## config.mk

```make
export PLATFORM = sky130hd
export DESIGN_NAME = ldtu_ham_decoder_flat
export DESIGN_NICKNAME = d
export VERILOG_FILES = /design/src/rtl/ldtu_ham_decoder_if.sv /design/src/rtl/ldtu_ham_decoder.sv /design/src/flat_wrapper.sv
export SDC_FILE = /design/constraint.sdc
export NUM_CORES = 1
export LEC_CHECK = 0
export CORE_MARGIN = 1.5
export CORE_UTILIZATION = 45
export DETAILED_ROUTE_END_ITERATION = 8
export PLACE_DENSITY_LB_ADDON = 0.2
export SLEW_MARGIN = 20
export SYNTH_ARGS = -nofsm -noshare
export SYNTH_HDL_FRONTEND = slang
export SYNTH_SLANG_ARGS = --single-unit
```

## constraint.sdc

```tcl
create_clock -name CLK -period 3.2 [get_ports CLK]
set_input_delay 0.96 -clock CLK [delete_from_list [all_inputs] [get_ports CLK]]
set_output_delay 0.96 -clock CLK [all_outputs]
set_load 0.005 [all_outputs]
```

## src/rtl/ldtu_ham_decoder_if.sv

```systemverilog
`default_nettype none
// ============================================================================
// Module   : ldtu_ham_decoder_if
// Purpose  : FIFO-side and serializer-side signal bundle of ldtu_ham_decoder
// Revision : 1.0 - initial release
// ============================================================================
interface ldtu_ham_decoder_if #(
    parameter int Nbits_ham  = 38,
    parameter int Nbits_data = 32,
    parameter int Ncnt       = 8
);
    logic                  empty_signal;
    logic                  decode_signal;
    logic [Nbits_ham-1:0]  data_input;
    logic                  read_signal;
    logic                  data_ready;
    logic [Nbits_data-1:0] data_out;
    logic                  data_valid;
    logic                  err_single;
    logic                  err_uncorr;
    logic                  cnt_clear;
    logic [Ncnt-1:0]       cnt_single;
    logic [Ncnt-1:0]       cnt_uncorr;

    modport master (
        input  empty_signal, decode_signal, data_input, data_ready, cnt_clear,
        output read_signal, data_out, data_valid, err_single, err_uncorr,
               cnt_single, cnt_uncorr
    );

    modport slave (
        output empty_signal, decode_signal, data_input, data_ready, cnt_clear,
        input  read_signal, data_out, data_valid, err_single, err_uncorr,
               cnt_single, cnt_uncorr
    );
endinterface
`default_nettype wire

```

## src/rtl/ldtu_ham_decoder.sv

```systemverilog
`default_nettype none
// ============================================================================
// Module   : ldtu_ham_decoder
// Purpose  : Pops Hamming(38,32) words from the output FIFO, corrects single
//            errors and hands 32-bit payloads to the serializer.
//            Optional error counters: define LDTU_DEC_ERRCNT_EN.
// Revision : 1.0 - initial release
// ============================================================================
module ldtu_ham_decoder #(
    parameter int Nbits_ham  = 38,
    parameter int Nbits_data = 32,
    parameter int Ncnt       = 8
) (
    input  wire logic           CLK,
    input  wire logic           rst_b,
    ldtu_ham_decoder_if.master  bus
);

    typedef enum logic [1:0] {
        S_IDLE = 2'd0,
        S_REQ  = 2'd1,
        S_WAIT = 2'd2,
        S_HOLD = 2'd3
    } state_t;

    state_t                r_state;
    logic                  r_read;
    logic                  r_valid;
    logic [Nbits_data-1:0] r_data;
    logic                  r_single;
    logic                  r_uncorr;

    logic [5:0]            w_syndrome;
    logic                  w_single;
    logic                  w_uncorr;
    logic [Nbits_ham-1:0]  w_corrected;
    logic [Nbits_data-1:0] w_payload;
    logic [4:0]            w_idx;
    logic                  w_load;

    // Bit i sits at Hamming position i+1, so the syndrome is the XOR of set positions
    always_comb begin
        w_syndrome = '0;
        for (int i = 0; i < Nbits_ham; i++) begin
            if (bus.data_input[i]) begin
                w_syndrome = w_syndrome ^ 6'(i + 1);
            end
        end
    end

    always_comb begin
        w_single    = (w_syndrome != 6'd0) && (w_syndrome <= 6'(Nbits_ham));
        w_uncorr    = (w_syndrome > 6'(Nbits_ham));
        w_corrected = bus.data_input;
        for (int i = 0; i < Nbits_ham; i++) begin
            if (w_single && (w_syndrome == 6'(i + 1))) begin
                w_corrected[i] = ~bus.data_input[i];
            end
        end
        // Non-power-of-two positions, ascending, form the payload
        w_payload = '0;
        w_idx     = '0;
        for (int p = 1; p <= Nbits_ham; p++) begin
            if ((p & (p - 1)) != 0) begin
                w_payload[w_idx] = w_corrected[p-1];
                w_idx            = w_idx + 5'd1;
            end
        end
    end

    assign w_load = (r_state == S_WAIT) && bus.decode_signal;

    always_ff @(posedge CLK) begin
        if (!rst_b) begin
            r_state  <= S_IDLE;
            r_read   <= 1'b0;
            r_valid  <= 1'b0;
            r_data   <= '0;
            r_single <= 1'b0;
            r_uncorr <= 1'b0;
        end else begin
            r_read <= 1'b0;
            case (r_state)
                S_IDLE: begin
                    if (!bus.empty_signal) begin
                        r_state <= S_REQ;
                        r_read  <= 1'b1;
                    end
                end
                S_REQ: begin
                    r_state <= S_WAIT;
                end
                S_WAIT: begin
                    // A missing acknowledge drops the pop and retries from IDLE
                    if (bus.decode_signal) begin
                        r_state  <= S_HOLD;
                        r_valid  <= 1'b1;
                        r_data   <= w_payload;
                        r_single <= w_single;
                        r_uncorr <= w_uncorr;
                    end else begin
                        r_state <= S_IDLE;
                    end
                end
                S_HOLD: begin
                    if (bus.data_ready) begin
                        r_state <= S_IDLE;
                        r_valid <= 1'b0;
                    end
                end
                default: begin
                    r_state <= S_IDLE;
                end
            endcase
        end
    end

    assign bus.read_signal = r_read;
    assign bus.data_valid  = r_valid;
    assign bus.data_out    = r_data;
    assign bus.err_single  = r_single;
    assign bus.err_uncorr  = r_uncorr;

`ifdef LDTU_DEC_ERRCNT_EN
    logic [Ncnt-1:0] r_cnt_single;
    logic [Ncnt-1:0] r_cnt_uncorr;

    always_ff @(posedge CLK) begin
        if (!rst_b || bus.cnt_clear) begin
            r_cnt_single <= '0;
            r_cnt_uncorr <= '0;
        end else if (w_load) begin
            if (w_single && (r_cnt_single != '1)) begin
                r_cnt_single <= r_cnt_single + Ncnt'(1);
            end
            if (w_uncorr && (r_cnt_uncorr != '1)) begin
                r_cnt_uncorr <= r_cnt_uncorr + Ncnt'(1);
            end
        end
    end

    assign bus.cnt_single = r_cnt_single;
    assign bus.cnt_uncorr = r_cnt_uncorr;
`else
    logic w_unused_cnt_clear;
    assign w_unused_cnt_clear = bus.cnt_clear;
    assign bus.cnt_single     = '0;
    assign bus.cnt_uncorr     = '0;
`endif

endmodule
`default_nettype wire

```

## src/flat_wrapper.sv

```systemverilog
// flat-port wrapper written by rule: the top's interface ports become plain ports
module ldtu_ham_decoder_flat 
#(
    parameter int Nbits_ham  = 38,
    parameter int Nbits_data = 32,
    parameter int Ncnt       = 8
)
  (CLK, rst_b, bus_empty_signal, bus_decode_signal, bus_data_input, bus_data_ready, bus_cnt_clear, bus_read_signal, bus_data_out, bus_data_valid, bus_err_single, bus_err_uncorr, bus_cnt_single, bus_cnt_uncorr);
  ldtu_ham_decoder_if #(.Nbits_ham(Nbits_ham), .Nbits_data(Nbits_data), .Ncnt(Ncnt)) bus_i ();
  input  wire logic CLK;
  input  wire logic rst_b;
  input wire logic [$bits(bus_i.empty_signal)-1:0] bus_empty_signal;
  input wire logic [$bits(bus_i.decode_signal)-1:0] bus_decode_signal;
  input wire logic [$bits(bus_i.data_input)-1:0] bus_data_input;
  input wire logic [$bits(bus_i.data_ready)-1:0] bus_data_ready;
  input wire logic [$bits(bus_i.cnt_clear)-1:0] bus_cnt_clear;
  output wire logic [$bits(bus_i.read_signal)-1:0] bus_read_signal;
  output wire logic [$bits(bus_i.data_out)-1:0] bus_data_out;
  output wire logic [$bits(bus_i.data_valid)-1:0] bus_data_valid;
  output wire logic [$bits(bus_i.err_single)-1:0] bus_err_single;
  output wire logic [$bits(bus_i.err_uncorr)-1:0] bus_err_uncorr;
  output wire logic [$bits(bus_i.cnt_single)-1:0] bus_cnt_single;
  output wire logic [$bits(bus_i.cnt_uncorr)-1:0] bus_cnt_uncorr;
  assign bus_i.empty_signal = bus_empty_signal;
  assign bus_i.decode_signal = bus_decode_signal;
  assign bus_i.data_input = bus_data_input;
  assign bus_i.data_ready = bus_data_ready;
  assign bus_i.cnt_clear = bus_cnt_clear;
  assign bus_read_signal = bus_i.read_signal;
  assign bus_data_out = bus_i.data_out;
  assign bus_data_valid = bus_i.data_valid;
  assign bus_err_single = bus_i.err_single;
  assign bus_err_uncorr = bus_i.err_uncorr;
  assign bus_cnt_single = bus_i.cnt_single;
  assign bus_cnt_uncorr = bus_i.cnt_uncorr;
  ldtu_ham_decoder #(.Nbits_ham(Nbits_ham), .Nbits_data(Nbits_data), .Ncnt(Ncnt)) u_core (.CLK(CLK), .rst_b(rst_b), .bus(bus_i));
endmodule
```

After elaboration in Yosys (flattened, before gate mapping)
Cells that the tools add are included.
- output and inout port bits: 52
- word-level logic and storage cells: 233
- flip-flop bits (word level): 38
- multiplexer cells: 78
- order comparisons: 2
- bitwise operators: 69
- reductions and logical operators: 40
- eq/ne operators: 38
- operators with widths (kind ; number):
    $eq A6 B5 Y1 const B ; 15
    $mux W5 ; 16
    $eq A6 B4 Y1 const B ; 7
    $mux W6 ; 7
    $not A3 Y3 ; 13
    $eq A6 B6 Y1 const B ; 6
    $mux W1 ; 36
    $logic_and A1 B1 Y1 ; 33
    $mux W4 ; 8
    $not A1 Y1 ; 32
    $not A2 Y2 ; 13
    $not A4 Y4 ; 5
    $eq A6 B3 Y1 const B ; 3
    $mux W3 ; 4
    $mux W2 ; 5
    $pmux W2 S4 ; 1
    $eq A6 B2 Y1 const B ; 1
    $gt A6 B6 Y1 const B ; 1
    $le A6 B6 Y1 const B ; 1
    $ne A2 B2 Y1 const B ; 3
    $reduce_and A2 Y1 ; 3
    $reduce_bool A6 Y1 ; 1
    $not A1 Y1 const A ; 5
    $not A5 Y5 ; 1
    6 further kinds ; 7

Logic depth before layout (Yosys ltp)
- word-level depth: 74
- mapped depth: 8

Worst setup path after synthesis
OpenSTA, ideal clock, no wires.
- path type: input -> register
- start: input port bus_data_input[24]
- end: register u_core.r_data[29] (netlist: u_core.bus.data_out[29])
- stages: 6
- arrival time: 2.961 ns
- path slack: 0.165 ns
- data required time: 3.126 ns
- buffers on the path: 0
- path through: xnor3_1 -> xnor2_1 -> xor3_1 -> or3_1 -> or3_1 -> a31oi_1
- word-level cells in the longest chain between the ends: 24
- ends and longest elaborated chain (what ; RTL line ; text):
    start, declared ; flat_wrapper.sv:14 ; input wire logic [$bits(bus_i.data_input)-1:0] bus_data_input;
    $mux W5 (*) (2 in a row) ; ldtu_ham_decoder.sv:45 ; if (bus.data_input[i]) begin
    $not A4 Y4 (no source line) or $mux W5 (tied branches) ; - ;
    $mux W5 (*) (2 in a row) ; ldtu_ham_decoder.sv:45 ;
    $not A4 Y4 (no source line) or $not A3 Y3 (tied branches) ; - ;
    $mux W5 (*) (2 in a row) ; ldtu_ham_decoder.sv:45 ;
    $not A5 Y5 (no source line) or $mux W5 (tied branches) ; - ;
    $mux W5 (*) ; ldtu_ham_decoder.sv:45 ;
    $mux W6 (*) ; ldtu_ham_decoder.sv:45 ;
    (+3 left out) ; - ;
    $not A3 Y3 (no source line) or $mux W6 (tied branches) ; - ;
    $mux W6 (*) (2 in a row) ; ldtu_ham_decoder.sv:45 ;
    $not A3 Y3 (no source line) or $mux W6 (tied branches) ; - ;
    $mux W6 (*) (2 in a row) ; ldtu_ham_decoder.sv:45 ;
    $le A6 B6 Y1 or $reduce_bool A6 Y1 (tied branches) ; ldtu_ham_decoder.sv:52 ; w_single = (w_syndrome != 6'd0) && (w_syndrome <= 6'(Nbits_ham));
    $logic_and A1 B1 Y1 ; ldtu_ham_decoder.sv:52 ;
    $logic_and A1 B1 Y1 (*) ; ldtu_ham_decoder.sv:56 ; if (w_single && (w_syndrome == 6'(i + 1))) begin
    $mux W1 (*) ; ldtu_ham_decoder.sv:56 ;
    end signal, assigned ; ldtu_ham_decoder.sv:98 ; r_data <= w_payload;
    end, declared ; ldtu_ham_decoder.sv:29 ; logic [Nbits_data-1:0] r_data;
Mark *: on every way between the ends. The rest lies on a longest branch, timed or not.
A chain may end at the register's enable or synchronous reset.

Worst setup path after layout
- start: input port bus_data_input[12]
- end: register u_core.r_data[31] (netlist: u_core.bus.data_out[31])
- word-level cells in the longest chain between the ends: 43
- ends and longest elaborated chain (what ; RTL line):
    $mux W4 (*) ; ldtu_ham_decoder.sv:45
    $not A3 Y3 (no source line) ; -
    $mux W4 (*) ; ldtu_ham_decoder.sv:45
    $not A4 Y4 (no source line) ; -
    $mux W4 (*) ; ldtu_ham_decoder.sv:45
    $mux W5 (*) (4 in a row) ; ldtu_ham_decoder.sv:45
    $not A2 Y2 (no source line) ; -
    $mux W5 (*) ; ldtu_ham_decoder.sv:45
    (+24 left out) ; -
    $not A3 Y3 (no source line) ; -
    $mux W6 (*) ; ldtu_ham_decoder.sv:45
    $not A3 Y3 (no source line) ; -
    $mux W6 (*) ; ldtu_ham_decoder.sv:45
    $le A6 B6 Y1 or $reduce_bool A6 Y1 (tied branches) ; ldtu_ham_decoder.sv:52
    $logic_and A1 B1 Y1 ; ldtu_ham_decoder.sv:52
    $logic_and A1 B1 Y1 (*) ; ldtu_ham_decoder.sv:56
    $mux W1 (*) ; ldtu_ham_decoder.sv:56
Marks and branches as above.

==> metrics.md <==
| Metric | Value |
|---|---|
| Cts hold-fix bufs | `0` |
| Placed Cells | `484` |
| Slew Limit Fails | `0` |
| Fmax | `310.1 MHz` |
| Final Skew | `0.008159 ns` |
| Layout cells sized above 1 | `between 20% and 30%` |
| Core region area | `0.005507 mm^2` |
| Most area-hungry cell type in the Yosys netlist | `dfxtp_1` |
| WL final | `8.190 mm` |
| Syn avg cell area | `8.619 um^2` |
| Initial antenna violation count | `0` |
| Worst R2R Path Depth | `5` |
| Number of cell rows | `27` |
| Worst reg2reg endpoint | `u_core.bus.data_out[20]$_SDFFE_PN0P_` |
| Clk_lat worst skew | `around 0.3 ns` |
| Crit path kind | `in2reg` |
| Final Hold Fails | `0` |
| Remaining Overflow, GRT | `0` |
| Cell count after synthesis | `297` |
| Die W | `~78 um` |
| Place WS | `-0.6110 ns` |
| Fin Hold WS | `0.5209 ns` |
| Cell mode on critical path | `xnor2_2` |
| Slowest stage delay, CP | `0.45 ns` |
| Leak | `roughly 1.8 nW` |
| Boundary Pins | `96` |
| Vias | `2736` |
| Vias in the first global route | `2335` |
| Async SR Flop Fraction | `0%` |
| Vias per Instance | `5.439` |
| Top-area cell type share of the netlist area | `29.72%` |
| I/O Buffers | `78` |
| Drt first pass iters | `4` |
| Post-synthesis cell type count | `26` |
| Max-Cap Viols | `0` |
| Routed Antenna Nets | `0` |
| Drt wl/cell | `16.28 um` |
| RSZ-0062 raised after global routing | `yes` |
| DIE HEIGHT | `78.43 um` |
| Area Overhead vs Synth | `67.01%` |
| Synthesized area | `0.002560 mm^2` |
| Finished Layout Cells | `503` |
| Routability cong. | `0.8422` |
| Root Buffer | `clkbuf_8` |
| Sequential-to-total area share from yosys stat | `29.72%` |
| CP required | `3.43 ns` |
| Initial Util | `between 40% and 50%` |
| Top-count cell post-synth | `o21ai_0` |
| Total power draw | `between 2 and 3 mW` |
| Ranking of synthesized cells by area | `dfxtp_1 (30%), xnor2_1 (13%), o21ai_0 (13%)` |
| Max Buffers Root-to-Sink | `2` |
| Hold WC Path Type | `reg2reg` |
| # diodes | `0` |
| Synthesis Warnings | `0` |
| Reg-to-reg critical path startpoint | `u_core.r_state[1]$_SDFFE_PN0P_` |
| Hpwl dp | `5.398 mm` |
| Crit-path cells | `clkdlybuf4s15_2 > xnor2_2 > xnor2_2 > buf_4 > xnor2_2 > buf_4 > xor3_1 > or3_4 > or3_1 > a31oi_1` |
| Fill count | `383` |
| Status | `complete, but fails checks` |
| Hold EP | `u_core.bus.data_valid$_SDFFE_PN0P_` |
| Flop2flop setup slack | `~1.7 ns` |
| Final setup fails | `1` |
| Period utilization | `100.8%` |
| Commonest cells in the synthesized netlist | `o21ai_0 (64), dfxtp_1 (38), xnor2_1 (38), a31oi_1 (33), or3_1 (33)` |
| CTS tree | `yes` |
| Starting DRT DRC Count | `160` |
| Final nets | `474` |
| Die area | `0.006150 mm^2` |
| Post-synth EDFFs | `0` |
| Arrival time worst endpoint | `approximately 3.5 ns` |
| Total Routing Usage GR | `25.16%` |
| Worst path slowest cell | `xor3_1` |
| Min Clock Period, post-route | `3.225 ns` |
| Post-synth top flop | `dfxtp_1` |
| Setup WS post-layout | `-0.02483 ns` |
| Failing checks | `negative setup slack` |
| Worst-path fanout max | `6` |
| # DRC | `0` |
| Clk sinks | `38` |
| Power Dens Cells | `roughly 640 mW/mm^2` |
| WHS Path Cells | `2` |
| CP Capture Type | `flop` |
| Inserted Clock Buffers | `5` |
| CTS H-tree depth | `2` |
| Global-route wire length before repair | `around 12 mm` |
| Clock transition at the registers of the reported paths | `0.08 ns` |
| Hold Startpoint | `u_core.bus.data_valid$_SDFFE_PN0P_` |
| Seq cells post-synth | `38` |
| Largest net degree at the start of global routing | `35` |
| Crit path launch type | `primary input` |
| Final core utilization | `77.64%` |
| VDD IR max | `between 0.3 and 0.4 mV` |
[layout make-up]
cell class	instances	area, um^2	share of cell area [%]
clock buffer	7	76.32	1.785
clock inverter	1	30.03	0.7024
inverter	2	7.507	0.1756
multi-input combinational	242	2019	47.23
sequential	38	760.7	17.79
tap	72	90.09	2.107
timing repair buffer	141	1291	30.20
[stage by stage]
step / area (um^2) / TNS (ns)
final: 4275 / -0.02483
after global routing: 4275 / -0.2610
after CTS: 4053 / 0
after detailed placement: 3712 / -17.73
after global placement: 3712 / -15.64
after floorplan: 2616 / 0
[power by group]
group / total [mW] / switching (mW) / internal, mW
clock: 0.409 / 0.176 / 0.233
combinational: 1.82 / 0.943 / 0.874
sequential: 0.508 / 0.0135 / 0.495
total: 2.73 / 1.13 / 1.60
[layout by cell type (no fill, tap or decap), types with 3 or more instances in the layout]
cell	count
clkdlybuf4s50_1	53
clkdlybuf4s15_2	3
a21oi_1	4
a31oi_1	32
buf_4	55
conb_1	16
nor2_1	6
nand3_4	3
dlymetal6s2s_1	9
or3_1	30
o21ai_0	64
dfxtp_1	38
nand2_1	3
xnor2_1	17
xnor3_2	4
xnor2_2	20
xor2_1	5
xnor3_1	6
nand3_2	5
dlygate4sd2_1	11
nand2_2	5
buf_6	8
or3_4	4
clkbuf_8	5
[cells by family after synthesis]
kind of cell | after synthesis | share of synthesized area, %
AOI/OAI and AO/OA | 103 | 21.99
xor gates and xnor gates | 59 | 27.08
buffers and inverters | 32 | 7.038
DFF | 38 | 29.72
muxes | 1 | 0.3910
other | 1 | 0.1465
and+or+nand+nor | 63 | 13.64
[critical path, delay by kind of cell]
family,cells,cell delay (ns)
simple gates,2,0.76
xor+xnor,4,1.01
buf+inv,3,0.54
compound gates,1,0.18
[per-layer routing]
| layer | global-route usage [%] | share of wire [%] | vias to the layer above | wire (um) |
|---|---|---|---|---|
| met2 | 40.61 | 49 | 96 | 4012 |
| li1 | - | - | 1315 | - |
| met1 | 34.06 | 45 | 1314 | 3719 |
| met3 | 4.070 | 4.4 | 11 | 360 |
| met4 | 8.929 | 1.2 | 0 | 98 |
| met5 | 0 | 0 | - | 0 |
[how the worst max path moves through the flow]
stage	slack [ns]	startpoint	end	cells after the start
after CTS	0.001	bus_data_input[5]	u_core.bus.data_out[0]$_SDFFE_PN0P_	10
after global routing	-0.08	bus_data_input[14]	u_core.bus.data_out[31]$_SDFFE_PN0P_	10
final	-0.02	bus_data_input[12]	u_core.bus.data_out[31]$_SDFFE_PN0P_	10
after detailed placement	-0.61	bus_data_input[24]	u_core.bus.data_out[14]$_SDFFE_PN0P_	8
after global placement	-0.54	bus_data_input[24]	u_core.bus.data_out[17]$_SDFFE_PN0P_	8
after floorplan	0.16	bus_data_input[24]	u_core.bus.data_out[29]$_SDFFE_PN0P_	6
[flip-flops by register name, indices dropped and copies added, names as in the netlist]
name and flops:
u_core.bus.data_out 32, u_core.bus.data_valid 1, u_core.bus.read_signal 1, u_core.bus.err_uncorr 1, u_core.r_state 2, u_core.bus.err_single 1
[repair_timing]
action	4_1_cts	5_1_grt
setup buffers	6	5
setup endpoints to repair	33	33
hold endpoints to repair	0	0
pin swaps	26	25
resized for setup	56	41
Power figures use the tool's default switching activity.
